[src/rtl/rv_wb_pkg.sv]
// Shared encodings for the miniRV writeback stage: writeback source select and load type.
package rv_wb_pkg;

  typedef enum logic [1:0] {
    WD_SEL_ALU  = 2'd0,
    WD_SEL_LOAD = 2'd1,
    WD_SEL_PC4  = 2'd2,
    WD_SEL_IMM  = 2'd3
  } wd_sel_e;

  typedef enum logic [2:0] {
    LD_LB  = 3'd0,
    LD_LH  = 3'd1,
    LD_LW  = 3'd2,
    LD_LBU = 3'd4,
    LD_LHU = 3'd5
  } ld_type_e;

endpackage

[src/rtl/rf_writeback_if.sv]
// MEM-to-WB instruction bundle; MEM side drives (master), WB side receives (slave).
interface rf_writeback_if #(
  parameter int unsigned XLEN = 32
);
  logic            mem_valid;
  logic            mem_rf_we;
  logic [4:0]      mem_rd;
  logic [1:0]      mem_wd_sel;
  logic [2:0]      mem_ld_type;
  logic [XLEN-1:0] mem_alu_res;
  logic [XLEN-1:0] mem_pc4;
  logic [XLEN-1:0] mem_imm;

  modport master (
    output mem_valid, mem_rf_we, mem_rd, mem_wd_sel, mem_ld_type,
    output mem_alu_res, mem_pc4, mem_imm
  );

  modport slave (
    input mem_valid, mem_rf_we, mem_rd, mem_wd_sel, mem_ld_type,
    input mem_alu_res, mem_pc4, mem_imm
  );
endinterface

[src/rtl/load_ext.sv]
// Load data lane selection and sign/zero extension from a 32-bit DRAM read word.
module load_ext
  import rv_wb_pkg::*;
#(
  parameter int unsigned XLEN = 32
) (
  input  logic [XLEN-1:0] rdata,
  input  logic [1:0]      addr_lo,
  input  logic [2:0]      ld_type,
  output logic [XLEN-1:0] data
);
  logic [7:0]  byte_v;
  logic [15:0] half_v;

  always_comb begin
    case (addr_lo)
      2'd0:    byte_v = rdata[7:0];
      2'd1:    byte_v = rdata[15:8];
      2'd2:    byte_v = rdata[23:16];
      default: byte_v = rdata[31:24];
    endcase
    // Misaligned halfwords fall into lane addr_lo[1]; no trap is raised.
    half_v = addr_lo[1] ? rdata[31:16] : rdata[15:0];

    case (ld_type)
      LD_LB:   data = {{(XLEN-8){byte_v[7]}}, byte_v};
      LD_LBU:  data = {{(XLEN-8){1'b0}}, byte_v};
      LD_LH:   data = {{(XLEN-16){half_v[15]}}, half_v};
      LD_LHU:  data = {{(XLEN-16){1'b0}}, half_v};
      default: data = rdata;
    endcase
  end
endmodule

[src/rtl/rf_writeback.sv]
// MEM/WB pipeline register and register-file write-port driver with WB forwarding and retire count.
module rf_writeback
  import rv_wb_pkg::*;
#(
  parameter int unsigned XLEN      = 32,
  parameter int unsigned INSTRET_W = 64
) (
  input  logic                 clk,
  input  logic                 rst_n,
  input  logic                 stall,
  input  logic                 flush,
  rf_writeback_if.slave        mem_if,
  input  logic [XLEN-1:0]      dram_rdata,
  output logic                 rf_we,
  output logic [4:0]           rf_wR,
  output logic [XLEN-1:0]      rf_wD,
  output logic                 fwd_valid,
  output logic [4:0]           fwd_rd,
  output logic [XLEN-1:0]      fwd_data,
  output logic [INSTRET_W-1:0] instret
);
  logic            wb_valid;
  logic            wb_rf_we;
  logic [4:0]      wb_rd;
  logic [1:0]      wb_wd_sel;
  logic [2:0]      wb_ld_type;
  logic [XLEN-1:0] wb_alu_res;
  logic [XLEN-1:0] wb_pc4;
  logic [XLEN-1:0] wb_imm;
  logic [XLEN-1:0] load_val;
  logic [XLEN-1:0] wb_val;

  always_ff @(posedge clk) begin
    if (!rst_n) begin
      wb_valid   <= 1'b0;
      wb_rf_we   <= 1'b0;
      wb_rd      <= '0;
      wb_wd_sel  <= '0;
      wb_ld_type <= '0;
      wb_alu_res <= '0;
      wb_pc4     <= '0;
      wb_imm     <= '0;
    end else if (flush) begin
      wb_valid <= 1'b0;
      wb_rf_we <= 1'b0;
    end else if (!stall) begin
      wb_valid   <= mem_if.mem_valid;
      wb_rf_we   <= mem_if.mem_rf_we;
      wb_rd      <= mem_if.mem_rd;
      wb_wd_sel  <= mem_if.mem_wd_sel;
      wb_ld_type <= mem_if.mem_ld_type;
      wb_alu_res <= mem_if.mem_alu_res;
      wb_pc4     <= mem_if.mem_pc4;
      wb_imm     <= mem_if.mem_imm;
    end
  end

  // An entry retires when the slot is overwritten; a flush also overwrites a stalled slot.
  always_ff @(posedge clk) begin
    if (!rst_n) begin
      instret <= '0;
    end else if (wb_valid && (flush || !stall)) begin
      instret <= instret + INSTRET_W'(1);
    end
  end

  load_ext #(.XLEN(XLEN)) u_load_ext (
    .rdata   (dram_rdata),
    .addr_lo (wb_alu_res[1:0]),
    .ld_type (wb_ld_type),
    .data    (load_val)
  );

  always_comb begin
    case (wb_wd_sel)
      WD_SEL_LOAD: wb_val = load_val;
      WD_SEL_PC4:  wb_val = wb_pc4;
      WD_SEL_IMM:  wb_val = wb_imm;
      default:     wb_val = wb_alu_res;
    endcase
    rf_we     = wb_valid & wb_rf_we & (wb_rd != '0);
    rf_wR     = rf_we ? wb_rd : '0;
    rf_wD     = rf_we ? wb_val : '0;
    fwd_valid = rf_we;
    fwd_rd    = rf_wR;
    fwd_data  = rf_wD;
  end
endmodule

[src/flat_wrapper.sv]
// flat-port wrapper written by rule: the top's interface ports become plain ports
module rf_writeback_flat import rv_wb_pkg::*;
#(
  parameter int unsigned XLEN      = 32,
  parameter int unsigned INSTRET_W = 64
)
  (clk, rst_n, stall, flush, dram_rdata, rf_we, rf_wR, rf_wD, fwd_valid, fwd_rd, fwd_data, instret, mem_if_mem_valid, mem_if_mem_rf_we, mem_if_mem_rd, mem_if_mem_wd_sel, mem_if_mem_ld_type, mem_if_mem_alu_res, mem_if_mem_pc4, mem_if_mem_imm);
  rf_writeback_if #(.XLEN(XLEN)) mem_if_i ();
  input  logic clk;
  input  logic rst_n;
  input  logic stall;
  input  logic flush;
  input  logic [XLEN-1:0] dram_rdata;
  output logic rf_we;
  output logic [4:0] rf_wR;
  output logic [XLEN-1:0] rf_wD;
  output logic fwd_valid;
  output logic [4:0] fwd_rd;
  output logic [XLEN-1:0] fwd_data;
  output logic [INSTRET_W-1:0] instret;
  input wire logic [$bits(mem_if_i.mem_valid)-1:0] mem_if_mem_valid;
  input wire logic [$bits(mem_if_i.mem_rf_we)-1:0] mem_if_mem_rf_we;
  input wire logic [$bits(mem_if_i.mem_rd)-1:0] mem_if_mem_rd;
  input wire logic [$bits(mem_if_i.mem_wd_sel)-1:0] mem_if_mem_wd_sel;
  input wire logic [$bits(mem_if_i.mem_ld_type)-1:0] mem_if_mem_ld_type;
  input wire logic [$bits(mem_if_i.mem_alu_res)-1:0] mem_if_mem_alu_res;
  input wire logic [$bits(mem_if_i.mem_pc4)-1:0] mem_if_mem_pc4;
  input wire logic [$bits(mem_if_i.mem_imm)-1:0] mem_if_mem_imm;
  assign mem_if_i.mem_valid = mem_if_mem_valid;
  assign mem_if_i.mem_rf_we = mem_if_mem_rf_we;
  assign mem_if_i.mem_rd = mem_if_mem_rd;
  assign mem_if_i.mem_wd_sel = mem_if_mem_wd_sel;
  assign mem_if_i.mem_ld_type = mem_if_mem_ld_type;
  assign mem_if_i.mem_alu_res = mem_if_mem_alu_res;
  assign mem_if_i.mem_pc4 = mem_if_mem_pc4;
  assign mem_if_i.mem_imm = mem_if_mem_imm;
  rf_writeback #(.XLEN(XLEN), .INSTRET_W(INSTRET_W)) u_core (.clk(clk), .rst_n(rst_n), .stall(stall), .flush(flush), .mem_if(mem_if_i), .dram_rdata(dram_rdata), .rf_we(rf_we), .rf_wR(rf_wR), .rf_wD(rf_wD), .fwd_valid(fwd_valid), .fwd_rd(fwd_rd), .fwd_data(fwd_data), .instret(instret));
endmodule
[config.mk]
export PLATFORM = sky130hd
export DESIGN_NAME = rf_writeback_flat
export DESIGN_NICKNAME = d
export VERILOG_FILES = /design/src/rtl/rv_wb_pkg.sv /design/src/rtl/rf_writeback_if.sv /design/src/rtl/load_ext.sv /design/src/rtl/rf_writeback.sv /design/src/flat_wrapper.sv
export SDC_FILE = /design/constraint.sdc
export NUM_CORES = 1
export LEC_CHECK = 0
export ABC_AREA = 1
export ABC_CLOCK_PERIOD_IN_PS = 2200
export CAP_MARGIN = 0
export CELL_PAD_IN_SITES_DETAIL_PLACEMENT = 1
export CELL_PAD_IN_SITES_GLOBAL_PLACEMENT = 1
export CORE_MARGIN = 4
export CORE_UTILIZATION = 32
export CTS_BUF_LIST = sky130_fd_sc_hd__clkbuf_16
export DETAILED_ROUTE_END_ITERATION = 10
export PLACE_DENSITY_LB_ADDON = 0.1
export SLEW_MARGIN = 5
export SYNTH_ARGS = -nofsm -noshare
export SYNTH_HDL_FRONTEND = slang
export SYNTH_HIERARCHICAL = 1
export SYNTH_SLANG_ARGS = --single-unit
export TNS_END_PERCENT = 30
[constraint.sdc]
create_clock -name clk -period 2.2 [get_ports clk]
set_input_delay 0.33 -clock clk [delete_from_list [all_inputs] [get_ports clk]]
set_output_delay 0.33 -clock clk [all_outputs]
set_load 0.03 [all_outputs]
; ---- After elaboration in Yosys (flattened, before gate mapping)
; Index checks and enable logic that the tools add are counted.
; Widths: inputs -> output; s select.
[word_totals]
regBits = 172
inputBits = 144
[classes]
n_addsub = 1
n_eq_ne = 8
mux = 6
bitwise = 5
reduce_logical = 8
[ops]
columns = operator, n
row1 = $pmux 32 s4, 1
row2 = $pmux 32 s3, 1
row3 = $add 64x1->64 const B, 1
row4 = $mux 32, 1
row5 = $pmux 8 s3, 1
row6 = $mux 16, 1
row7 = $eq 2x2->1 const B, 3
row8 = $eq 3x3->1 const B, 2
row9 = $mux 5, 1
row10 = $reduce_bool 5->1, 1
row11 = $eq 2x1->1 const B, 2
row12 = $eq 3x1->1 const B, 1
row13 = $logic_not 3->1, 1
row14 = $not 1->1, 3
row15 = $and 1x1->1, 2
row16 = $logic_not 2->1, 1
row17 = $reduce_and 2->1, 1
row18 = $reduce_or 2->1, 1
row19 = $logic_and 1x1->1, 1
row20 = $logic_not 1->1, 1
row21 = $logic_or 1x1->1, 1

; ---- Depth between registers and ports, before layout
; Gate-level depths: netlist of run 1.
[logic_depth]
word_depth = 5
mapped_depth = 11
ltp_nobuf = 11

; ---- Hierarchy
; Netlist of run 1, hierarchy kept.
[modules_own_cells]
columns = mod, instances, cells_each, area_per_inst_um2
row1 = rf_writeback, 1, 1318, 8525.7
row2 = load_ext, 1, 192, 895.9

; ---- Worst setup path before layout of run 1
; Ideal clock, no wire load.
[synth_timing]
kind = register -> output
startpoint = reg u_core.wb_alu_res[0]
endpoint = out rf_wD[10]
arrival_ns = 2.108
required_time_ns = 1.870
path_slack_ns = -0.238
stages_incl_launch_ff = 11
cell_sequence = dfxtp_1 > buf_6 > nor2_2 > nand2_1 > nand3_2 > nand3_4 > buf_6 > nand3_1 > nand2_1 > a41oi_1 > buf_4
[synth_via]
elab_chain_cells = 5
[synth_rtl]
columns = element, line
row1 = start: declaration, rf_writeback.sv:27  ; logic [XLEN-1:0] wb_alu_res;
row2 = start signal: assignment, rf_writeback.sv:52  ; wb_alu_res <= mem_if.mem_alu_res;
row3 = $eq 2x2->1 (tied with other cells), load_ext.sv:16  ; case (addr_lo)
row4 = $pmux 8 s3 *, load_ext.sv:16
row5 = $pmux 32 s4 *, load_ext.sv:25  ; case (ld_type)
row6 = named net u_core.load_val[10], rf_writeback.sv:30  ; logic [XLEN-1:0] load_val;
row7 = $pmux 32 s3 *, rf_writeback.sv:75  ; case (wb_wd_sel)
row8 = $mux 32 *, rf_writeback.sv:83  ; rf_wD = rf_we ? wb_val : '0;
row9 = end: declaration, flat_wrapper.sv:16  ; output logic [XLEN-1:0] rf_wD;
; The timed path passes the listed nets; every way through them passes the cells marked *.

; ---- Worst setup path in the final report of run 1
[layout_timing]
startpoint = reg u_core.wb_alu_res[1]
endpoint = out fwd_data[13]
[layout_via]
elab_chain_cells = 5
[layout_rtl]
columns = element, line
row1 = $eq 2x2->1 (tied with other cells), load_ext.sv:16
row2 = $pmux 8 s3, load_ext.sv:16
row3 = $pmux 32 s4 *, load_ext.sv:25
row4 = named net u_core.load_val[13], rf_writeback.sv:30
row5 = $pmux 32 s3 *, rf_writeback.sv:75
row6 = $mux 32 *, rf_writeback.sv:83
row7 = end: declaration, flat_wrapper.sv:19  ; output logic [XLEN-1:0] fwd_data;
; Marked as above.

==> flow_metrics.tcl, run 1 <==
set metrics [dict create \
    status "finished, violations left" \
    violations "negative setup slack" \
    fin_nets 1962 \
    holdBufCountCts 0 \
    crit_type "reg -> out" \
    htree_levels 4 \
    setup_ws_ns -0.323 \
    mostFrequentLayoutCell "nor2_1" \
    crit_chain "inv_2 > buf_6 > buf_8 > buf_8 > o211ai_1 > nand3_1 > nand2_2 > a41oi_4 > buf_6" \
    yosysSeqAreaShare_pct 36.5 \
    fin_skew_ns 0.0114 \
    worstPathRequired_ns 1.87 \
    io_pins 284 \
    fmax_mhz 396 \
    synthArstFlopShare_pct 0 \
    r2r_slack_ns 0.23 \
    critPathMaxStageDelay_ns 0.39 \
    synth_edf_count 0 \
    regArea_um2 3450 \
    syn_area_per_cell_um2 6.24 \
    synthFlopType "dfxtp_1" \
    ant_nets 0 \
    crit_arrival_ns 2.19 \
    multi_input_area_um2 5820 \
    cp_num_cells 9 \
    numCtsBuffers 17 \
    endpoint "fwd_data[13]" \
    grt_setup_unrepaired "yes" \
    syn_nets 1655 \
    path_buf_inv 5 \
    cp-start-kind "register" \
    dp_cells 2164 \
    core_area_um2 28900 \
    die_w_um 180 \
    cp-startpoint "u_core/wb_alu_res[1]$_SDFFE_PN0P_" \
    start_util_pct 32.6 \
    finalNonFillerCells 2216 \
    grt_pass1_vias 11700 \
    ys_ff_latch 172 \
    dp_slack_ns -0.454 \
    place_congestion 0.922 \
    overflow 0 \
    num_rows 62 \
    yosysWarningCount 6 \
    endpoint_kind "output port" \
    finalHoldViolations 0 \
    drt_pre_antenna_iters 5 \
    cp_slowest_cell "dfxtp_4" \
    wl_um 41000 \
    hold_path.class "in -> reg" \
    via_per_inst 5.06 \
    maxCapViolations 0 \
    setup_viol 62 \
    synth.distinct_cells 36 \
    critPathMaxFanout 11 \
    fin_area_um2 14600 \
    grt_pass1_wl_um 63400 \
    via_count 11200 \
    timing.final.crit_period_ns 2.52 \
    io_buffers 283 \
    tightest_slew_ns 0.409 \
    synth_area_um2 9420 \
    dp_hpwl_um 29500 \
    min_period_over_period_pct 115 \
    drc 0 \
    crit_family "buffers and inverters" \
    fp.dieH_um 180 \
    grt_max_degree 90 \
    antenna_found_initial 6 \
    path_clk_slew_ns 0.07 \
    clock_path_buffers 2 \
    total_power_mw 7.64 \
    p_leak_nw 5.75 \
    drv_slew 0 \
    reg2reg_depth 9 \
    area_growth_syn_to_layout_pct 54.7 \
    mostFrequentLayoutCells "393 x nor2_1, 355 x nand2_1, 210 x clkdlybuf4s50_1" \
    timing.slew.headroom_pct 72.5 \
    grtUsageTotal_pct 24.1 \
    dieArea_um2 32300 \
    irDropWorstVdd_v 0.000470 \
    drive_above_1_share_pct 18.1 \
    placed_area_um2 12900 \
    synthCells 1510 \
    drtIter0Drc 609 \
    fillers 3652 \
    tritoncts "built" \
    p_per_area_nw_per_um2 524 \
    root_buffer "clkbuf_16" \
    clkSinkCount 172 \
    insertion_delay_ns 0.43 \
    reg2reg_from "u_core/instret[10]$_SDFFE_PN0P_" \
    reg2reg_to "u_core/instret[55]$_SDFFE_PN0P_" \
    wl_per_cell_um 18.5 \
]
## how the worst min path moves through the flow
stage                                 startpoint                              end  slack (ns)  cells after the start
finish                                     rst_n  u_core/instret[33]$_SDFFE_PN0P_        0.39                      4
global route                               rst_n  u_core/instret[51]$_SDFFE_PN0P_        0.41                      4
floorplan           u_core/wb_rf_we$_SDFFE_PP0N_     u_core/wb_rf_we$_SDFFE_PP0N_        0.43                      2
CTS                                        rst_n  u_core/instret[51]$_SDFFE_PN0P_        0.39                      4
global placement    u_core/wb_rf_we$_SDFFE_PP0N_     u_core/wb_rf_we$_SDFFE_PP0N_        0.45                      2
detailed placement  u_core/wb_rf_we$_SDFFE_PP0N_     u_core/wb_rf_we$_SDFFE_PP0N_        0.47                      2
## synth_stat cells, types with 4 or more instances
master	n	area (µm²)
buf_2	9	45.0
nor2_1	401	1510
buf_4	40	300
a41oi_1	32	280
nand4_1	17	106
buf_6	5	56.3
nand3_1	83	415
nand2_1	380	1430
nor3_1	8	40.0
dfxtp_1	172	3440
clkbuf_1	50	188
nor2_2	5	31.3
inv_1	87	327
o21ai_0	141	706
inv_2	4	15.0
a21oi_1	30	150
xor2_1	9	78.8
nor2_4	4	45.0
nand3_2	4	40.0
## cell families after synthesis
kind of cell | after synthesis | synth area share (%)
flip-flops | 172 | 36.5
AO/OA/AOI/OAI | 213 | 12.9
AND/OR/NAND/NOR | 916 | 39.4
XOR/XNOR | 11 | 1.02
buffers and inverters | 197 | 9.97
adder cells (fa/ha/maj) | 1 | 0.133
## worst register-to-register path, stage by stage, from the launching register on
cell and delay [ns]:
dfxtp_1 0.41, nand2_1 0.10, nor2_1 0.19, nand2_1 0.13
nor2_1 0.23, nand3_1 0.21, nor2_1 0.35, nand3_1 0.12
nand2_1 0.08, nor2_1 0.04
## state kept, by name (all words and copies together), names as in the netlist
register           count
u_core/instret        64
u_core/wb_rd           5
u_core/wb_wd_sel       2
u_core/wb_rf_we        1
u_core/wb_imm         32
u_core/wb_pc4         32
u_core/wb_valid        1
u_core/wb_alu_res     32
u_core/wb_ld_type      3
## metal layers
layer,vias to the layer above,global-route usage [%],wire length [µm]
li1,5441,-,-
met1,5406,28.6,16800
met2,288,43.7,21100
met3,68,4.85,1980
met4,8,7.50,1080
met5,-,0,49
## timing repair
item,in CTS,in global routing
pin swaps,55,19
setup endpoints to repair,68,68
buffers inserted,12,3
resized for setup,201,35
cloned,4,0
## through the flow
stage / setup TNS [ns] / hold WS [ns] / utilization, %
6_report: -12.50 / 0.390 / 50.5
5_1_grt: -18.18 / 0.410 / 50.5
4_1_cts: -14.02 / 0.389 / 49.8
3_5_place_dp: -15.21 / 0.470 / 44.6
3_3_place_gp: -13.13 / 0.450 / 44.6
2_1_floorplan: -4.06 / 0.434 / -
## final cells by class
class / instances / area share (%)
multi-input cells: 1144 / 39.9
repair buffers: 390 / 26.8
flip-flops and latches: 172 / 23.7
well taps: 384 / 3.30
clock buffers: 17 / 2.92
inverters: 92 / 2.40
clock inverters: 15 / 0.901
diodes: 2 / 0.0343
## power by group
group / total (mW) / leakage [nW] / switching [mW] / internal, mW
Clock: 2.99 / 0.276 / 1.50 / 1.49
Sequential: 3.32 / 1.41 / 0.0795 / 3.24
Combinational: 1.33 / 4.06 / 0.713 / 0.614
Total: 7.64 / 5.75 / 2.29 / 5.35
(Power assumes the default switching activity.)
==> run 2: changes to the inputs <==
--- a/config.mk
+++ b/config.mk
@@ -14,6 +14,7 @@
 export CORE_UTILIZATION = 32
 export CTS_BUF_LIST = sky130_fd_sc_hd__clkbuf_16
 export DETAILED_ROUTE_END_ITERATION = 10
+export HOLD_SLACK_MARGIN = 0.08
 export PLACE_DENSITY_LB_ADDON = 0.1
 export SLEW_MARGIN = 5
 export SYNTH_ARGS = -nofsm -noshare
==> results of run 2 <==
No change in the layout: final DEF, timing and power equal those of run 1.
